===== config.mk =====
export PLATFORM = sky130hd
export DESIGN_NAME = uart_rx
export DESIGN_NICKNAME = d
export VERILOG_FILES = /design/src/rtl/uart_pkg.sv /design/src/rtl/sync_ff.sv /design/src/rtl/uart_rx.sv
export SDC_FILE = /design/constraint.sdc
export NUM_CORES = 1
export LEC_CHECK = 0
export ABC_AREA = 1
export CAP_MARGIN = 30
export CORE_ASPECT_RATIO = 1.4
export CORE_MARGIN = 2
export CORE_UTILIZATION = 45
export DETAILED_ROUTE_END_ITERATION = 12
export HOLD_SLACK_MARGIN = 0.1
export PLACE_DENSITY_LB_ADDON = 0.3
export SYNTH_ARGS = -nofsm -noshare
export SYNTH_HDL_FRONTEND = slang
export SYNTH_SLANG_ARGS = --single-unit
export TNS_END_PERCENT = 10

===== constraint.sdc =====
create_clock -name i_clk -period 1.82 [get_ports i_clk]
set_input_delay 0.364 -clock i_clk [delete_from_list [all_inputs] [get_ports i_clk]]
set_output_delay 0.364 -clock i_clk [all_outputs]
set_load 0.02 [all_outputs]

===== src/rtl/uart_pkg.sv =====
// Shared UART definitions: FSM state encoding, frame constants and parity helper.
// Used by uart_rx and intended for the transmitter rewrite as well.
package uart_pkg;

  localparam int UART_DATA_BITS   = 8;
  localparam int UART_CLKS_PER_BIT = 2604;

  typedef enum logic [2:0] {
    IDLE   = 3'd0,
    START  = 3'd1,
    DATA   = 3'd2,
    PARITY = 3'd3,
    STOP   = 3'd4
  } uart_state_e;

  // Even parity: data bits plus parity bit must XOR to zero.
  function automatic logic even_parity_ok(input logic [UART_DATA_BITS-1:0] d, input logic p);
    return ~(^d ^ p);
  endfunction

endpackage


===== src/rtl/sync_ff.sv =====
// Multi-stage synchronizer for asynchronous pad inputs; resets to 1 so an idle-high
// line (UART rx, active-low buttons) reads as inactive out of reset.
module sync_ff #(
  parameter int STAGES = 2
) (
  input  logic i_clk,
  input  logic i_rst,
  input  logic i_d,
  output logic o_q
);

  logic [STAGES-1:0] r_sync;

  always_ff @(posedge i_clk or posedge i_rst) begin
    if (i_rst) begin
      r_sync <= '1;
    end else begin
      r_sync <= {r_sync[STAGES-2:0], i_d};
    end
  end

  assign o_q = r_sync[STAGES-1];

endmodule


===== src/rtl/uart_rx.sv =====
// UART receiver, 8N1, LSB first, mid-bit sampling with a single-cycle valid strobe.
// Define UART_RX_PARITY_EN to add an even-parity bit and the o_parity_err output.
module uart_rx
  import uart_pkg::*;
#(
  parameter int CLKS_PER_BIT = UART_CLKS_PER_BIT,
  parameter int SYNC_STAGES  = 2
) (
  input  logic       i_clk,
  input  logic       i_rst,
  input  logic       i_rx,
  output logic [7:0] o_rx_data,
  output logic       o_rx_valid,
  output logic       o_frame_err,
`ifdef UART_RX_PARITY_EN
  output logic       o_parity_err,
`endif
  output logic       o_busy
);

  localparam int CNT_W = $clog2(CLKS_PER_BIT);
  localparam int IDX_W = $clog2(UART_DATA_BITS);
  localparam logic [CNT_W-1:0] HALF_M1  = CNT_W'(CLKS_PER_BIT / 2 - 1);
  localparam logic [CNT_W-1:0] FULL_M1  = CNT_W'(CLKS_PER_BIT - 1);
  localparam logic [IDX_W-1:0] LAST_IDX = IDX_W'(UART_DATA_BITS - 1);

  logic                      w_rx_s;
  logic                      w_fall;
  logic                      w_half_done;
  logic                      w_bit_done;
  logic                      r_rx_prev;
  uart_state_e               r_state;
  logic [CNT_W-1:0]          r_cnt;
  logic [IDX_W-1:0]          r_idx;
  logic [UART_DATA_BITS-1:0] r_shift;
`ifdef UART_RX_PARITY_EN
  logic                      r_par;
`endif

  sync_ff #(
    .STAGES(SYNC_STAGES)
  ) u_sync (
    .i_clk(i_clk),
    .i_rst(i_rst),
    .i_d  (i_rx),
    .o_q  (w_rx_s)
  );

  // Only a 1->0 transition starts a frame, so a line stuck low cannot retrigger.
  assign w_fall      = r_rx_prev & ~w_rx_s;
  assign w_half_done = (r_cnt == HALF_M1);
  assign w_bit_done  = (r_cnt == FULL_M1);
  assign o_busy      = (r_state != IDLE);

  always_ff @(posedge i_clk or posedge i_rst) begin
    if (i_rst) begin
      r_state     <= IDLE;
      r_rx_prev   <= 1'b1;
      r_cnt       <= '0;
      r_idx       <= '0;
      r_shift     <= '0;
      o_rx_data   <= 8'h00;
      o_rx_valid  <= 1'b0;
      o_frame_err <= 1'b0;
`ifdef UART_RX_PARITY_EN
      r_par        <= 1'b0;
      o_parity_err <= 1'b0;
`endif
    end else begin
      r_rx_prev   <= w_rx_s;
      o_rx_valid  <= 1'b0;
      o_frame_err <= 1'b0;
`ifdef UART_RX_PARITY_EN
      o_parity_err <= 1'b0;
`endif
      case (r_state)
        IDLE: begin
          r_cnt <= '0;
          if (w_fall) begin
            r_state <= START;
          end
        end

        START: begin
          if (w_half_done) begin
            r_cnt <= '0;
            r_idx <= '0;
            // Line back high at mid start bit means it was a glitch.
            r_state <= w_rx_s ? IDLE : DATA;
          end else begin
            r_cnt <= r_cnt + CNT_W'(1);
          end
        end

        DATA: begin
          if (w_bit_done) begin
            r_cnt          <= '0;
            r_shift[r_idx] <= w_rx_s;
            if (r_idx == LAST_IDX) begin
`ifdef UART_RX_PARITY_EN
              r_state <= PARITY;
`else
              r_state <= STOP;
`endif
            end else begin
              r_idx <= r_idx + IDX_W'(1);
            end
          end else begin
            r_cnt <= r_cnt + CNT_W'(1);
          end
        end

`ifdef UART_RX_PARITY_EN
        PARITY: begin
          if (w_bit_done) begin
            r_cnt   <= '0;
            r_par   <= w_rx_s;
            r_state <= STOP;
          end else begin
            r_cnt <= r_cnt + CNT_W'(1);
          end
        end
`endif

        STOP: begin
          if (w_bit_done) begin
            r_cnt   <= '0;
            r_state <= IDLE;
            if (!w_rx_s) begin
              o_frame_err <= 1'b1;
`ifdef UART_RX_PARITY_EN
            end else if (!even_parity_ok(r_shift, r_par)) begin
              o_parity_err <= 1'b1;
`endif
            end else begin
              o_rx_data  <= r_shift;
              o_rx_valid <= 1'b1;
            end
          end else begin
            r_cnt <= r_cnt + CNT_W'(1);
          end
        end

        default: begin
          r_state <= IDLE;
          r_cnt   <= '0;
        end
      endcase
    end
  end

endmodule


==> impl_metrics.tcl <==
set metrics [dict create \
    run_status "finished, final reports clean" \
    rsz0062_at_grt "no" \
    worstSetupStartpointType "flip-flop" \
    synth_area_sq_um 1990 \
    crit_path_max_incr_delay_ps 400 \
    floorplan.rows 28 \
    drc 0 \
    finalWeightedCongestion 0.826 \
    cts_tree "yes" \
    post_synth.cell_area_avg_sq_um 7.88 \
    ir_worst_vdd_v 0.000642 \
    postSynthRegisterBits 39 \
    cts-hold-fix-buffers 0 \
    cts_max_level 2 \
    route.final.wire_length_mm 3.86 \
    global_route_wire_length_before_repair_mm 6.74 \
    drv_cap 0 \
    globalRoute.totalOverflow 0 \
    final_core_utilization 0.546 \
    place.port_buffers 13 \
    cp_cell_sequence "inv_1, nand2_1, nor2_2, inv_1, dlygate4sd2_1" \
    die_width_um 60.2 \
    finalSetupTns_ps 0 \
    n_antenna_cell 0 \
    path_buf_inv 3 \
    die_height_um 82.6 \
    criticalPathCategory "flip-flop to output pin" \
    grt_pass1_vias 1588 \
    worst_setup_path_end_kind "output pin" \
    setup_viol_count_final 0 \
    cts_buffer_depth 2 \
    maximum_number_of_pins_on_one_net_before_global_route_repair 40 \
    cts_buffers 5 \
    core_area_sq_um 4240 \
    timing_hold_violations_final 0 \
    fin_crit_ps 1670 \
    place.detailed.hpwl_mm 2.99 \
    seqPwrFrac 0.444 \
    fillCellCount 404 \
    leakage_nw 1.08 \
    synth_fp_nets 259 \
    wl_per_cell_um 11.5 \
    period_share 0.920 \
    floorplan.initialDensity 0.469 \
    multiInputGateArea_sq_um 887 \
    power_density_nw_per_um2 974 \
    cp_max_fo 3 \
    skew_ps 9.87 \
    cts_root_buf "clkbuf_8" \
    vias 1629 \
    worstRegToRegCells 9 \
    fin_nets 281 \
    drive_gt1_frac 0.127 \
    yosysWarningCount 0 \
    drt_iter0_markers 51 \
    clock_sink_count 39 \
    postSynthCellCount 252 \
    synth.lib_cells_used.distinct 26 \
    number_of_antenna_violations_at_the_first_check_in_global_routing 0 \
    worstSetupPathDepth 5 \
    register_area_sq_um 980 \
    p_clk_frac 0.260 \
    worst_hold_path_type "flip-flop to flip-flop" \
    via_per_inst 4.86 \
    antenna_viol_nets_final 0 \
    worst-slew-pin-transition_ps 407 \
    ys_seq_area_frac 0.493 \
    netSwitchingFraction 0.358 \
    cp_slowest_cell "dfrtp_1" \
    drv_slew 0 \
    fmax_mhz 597 \
    die_footprint_sq_um 4970 \
    clkLatencyLatePin_ps 290 \
    worstPathArrival_ps 1310 \
    switching_power_mw 0.806 \
    io_pins 14 \
    clkSlewWorstSetupHoldPaths_ps 70 \
    drt-pass1-iter-count 4 \
    critPathRequiredTime_ps 1460 \
    cell_family_with_the_largest_share_of_critical_path_delay "buffers and inverters" \
    area_delta_synth_final_pct 16.4 \
    total_global_routing_track_utilization 0.183 \
    critical_path_s_most_frequent_cell "inv_1" \
    hold_path_depth 0 \
    max-slew-margin-rel 0.726 \
    intPower_mw 1.45 \
    combPwrFrac 0.296 \
]
[cells by family after synthesis]
kind of cell	synth area share
compound gates	0.0730
xor+xnor	0.0176
fa+ha+maj	0.0252
buf+inv	0.0630
flops	0.493
simple gates	0.328
[per-layer routing]
layer	up-vias	routed length, um	global-route usage
met2	20	2080	0.333
met1	756	1600	0.195
met5	-	0	0
met4	0	92	0.0778
li1	845	-	-
met3	8	88	0.0467
[sequential cells by signal (all words and copies together), names as in the netlist]
register,count
r_cnt,12
u_sync.r_sync,2
r_state,3
o_frame_err,1
o_rx_data,8
r_idx,3
r_shift,8
r_rx_prev,1
o_rx_valid,1
[worst paths after layout]
kind | startpoint | to | slack, ps
max | r_state[1]$_DFFE_PP0P_ | o_busy | 150
min | u_sync.r_sync[0]$_DFF_PP1_ | u_sync.r_sync[1]$_DFF_PP1_ | 360
max reg2reg | r_cnt[0]$_DFF_PP0_ | r_state[0]$_DFFE_PP0P_ | 210
min reg2reg | u_sync.r_sync[0]$_DFF_PP1_ | u_sync.r_sync[1]$_DFF_PP1_ | 360
max in group asynchronous | i_rst | r_rx_prev$_DFF_PP1_ | 1140
min in group asynchronous | i_rst | o_rx_data[4]$_DFFE_PP0P_ | 420
[Yosys cell counts]
| master | number | area [sq um] |
|---|---|---|
| nand2_1 | 86 | 323 |
| dfrtp_1 | 36 | 901 |
| inv_1 | 21 | 78.8 |
| nor2_1 | 21 | 78.8 |
| nand3_1 | 13 | 65.1 |
| a21oi_1 | 12 | 60.1 |
| nor3_1 | 9 | 45.0 |
| inv_2 | 7 | 26.3 |
| o21ai_0 | 7 | 35.0 |
| nand4_1 | 6 | 37.5 |
| nor2_2 | 5 | 31.3 |
| ha_1 | 4 | 50.1 |
| o21ai_1 | 4 | 20.0 |
| dfstp_2 | 3 | 78.8 |
| nand2_2 | 3 | 18.8 |
| o31ai_1 | 3 | 22.5 |
| xor2_1 | 3 | 26.3 |
| a211oi_1 | 1 | 7.51 |
| buf_6 | 1 | 11.3 |
| clkinv_1 | 1 | 3.75 |
| clkinv_2 | 1 | 5.00 |
| nand2_4 | 1 | 11.3 |
| nand3_4 | 1 | 17.5 |
| nand4_2 | 1 | 12.5 |
| nor2_4 | 1 | 11.3 |
| xnor2_1 | 1 | 8.76 |
[worst register-to-register path, stage by stage, from the launching register on]
cell and delay, ps:
dfrtp_1 400, ha_2 230, nand2_1 70, nor2_2 170, nand3_4 160, nand2_2 150, nand2_2 80, inv_4 120
nand3_1 90, nand2_1 80
[metrics by stage]
| step | power (mW) | area (sq um) | hold slack (ps) | instances | setup WS [ps] |
|---|---|---|---|---|---|
| floorplan | 1.51 | 1990 | 345 | 252 | 352 |
| global placement | 1.65 | 2220 | 349 | 327 | 206 |
| detailed placement | 1.68 | 2220 | 348 | 327 | 150 |
| CTS | 2.26 | 2310 | 362 | 335 | 95.4 |
| global route | 2.42 | 2310 | 366 | 335 | 24.3 |
| finish | 2.25 | 2310 | 360 | 335 | 145 |
[cell usage in the layout, fill, tap and decap left out, types with 2 or more instances in the layout]
cell | netlist | layout
nor2_1 | 21 | 20
a21oi_1 | 12 | 12
nor3_1 | 9 | 9
inv_2 | 7 | 6
inv_1 | 21 | 21
o21ai_0 | 7 | 7
o21ai_1 | 4 | 4
nand3_1 | 13 | 13
dfstp_2 | 3 | 3
ha_1 | 4 | 3
xor2_1 | 3 | 3
dfrtp_1 | 36 | 36
clkbuf_8 | 0 | 6
nor2_2 | 5 | 6
clkdlybuf4s50_1 | 0 | 12
buf_4 | 0 | 2
nand4_1 | 6 | 6
nand2_2 | 3 | 3
nand2_1 | 86 | 86
clkinv_2 | 1 | 2
o31ai_1 | 3 | 3
[power by group through the flow]
| stage | sequential, mW | clock [mW] | combinational [mW] |
|---|---|---|---|
| 2_1_floorplan | 0.998 | 0 | 0.513 |
| 5_1_grt | 1.01 | 0.649 | 0.762 |
| 4_1_cts | 0.996 | 0.608 | 0.651 |
| 6_report | 1.00 | 0.586 | 0.666 |
| 3_5_place_dp | 1.01 | 0 | 0.662 |
| 3_3_place_gp | 1.01 | 0 | 0.641 |
[what timing repair did]
| action | CTS | global route |
|---|---|---|
| setup buffers | 0 | 0 |
| resized for setup | 1 | 3 |
| endpoints found under the hold margin | 0 | 0 |
| endpoints found under the setup margin | 1 | 4 |
[layout make-up]
| type | count | share of cell area |
|---|---|---|
| clock inverter | 1 | 0.00216 |
| multi-input combinational | 182 | 0.383 |
| inverter | 30 | 0.0503 |
| clock buffer | 7 | 0.0373 |
| tap | 60 | 0.0324 |
| sequential | 39 | 0.423 |
| timing repair buffer | 16 | 0.0708 |
Note: power is estimated with default switching activity, not from simulation.
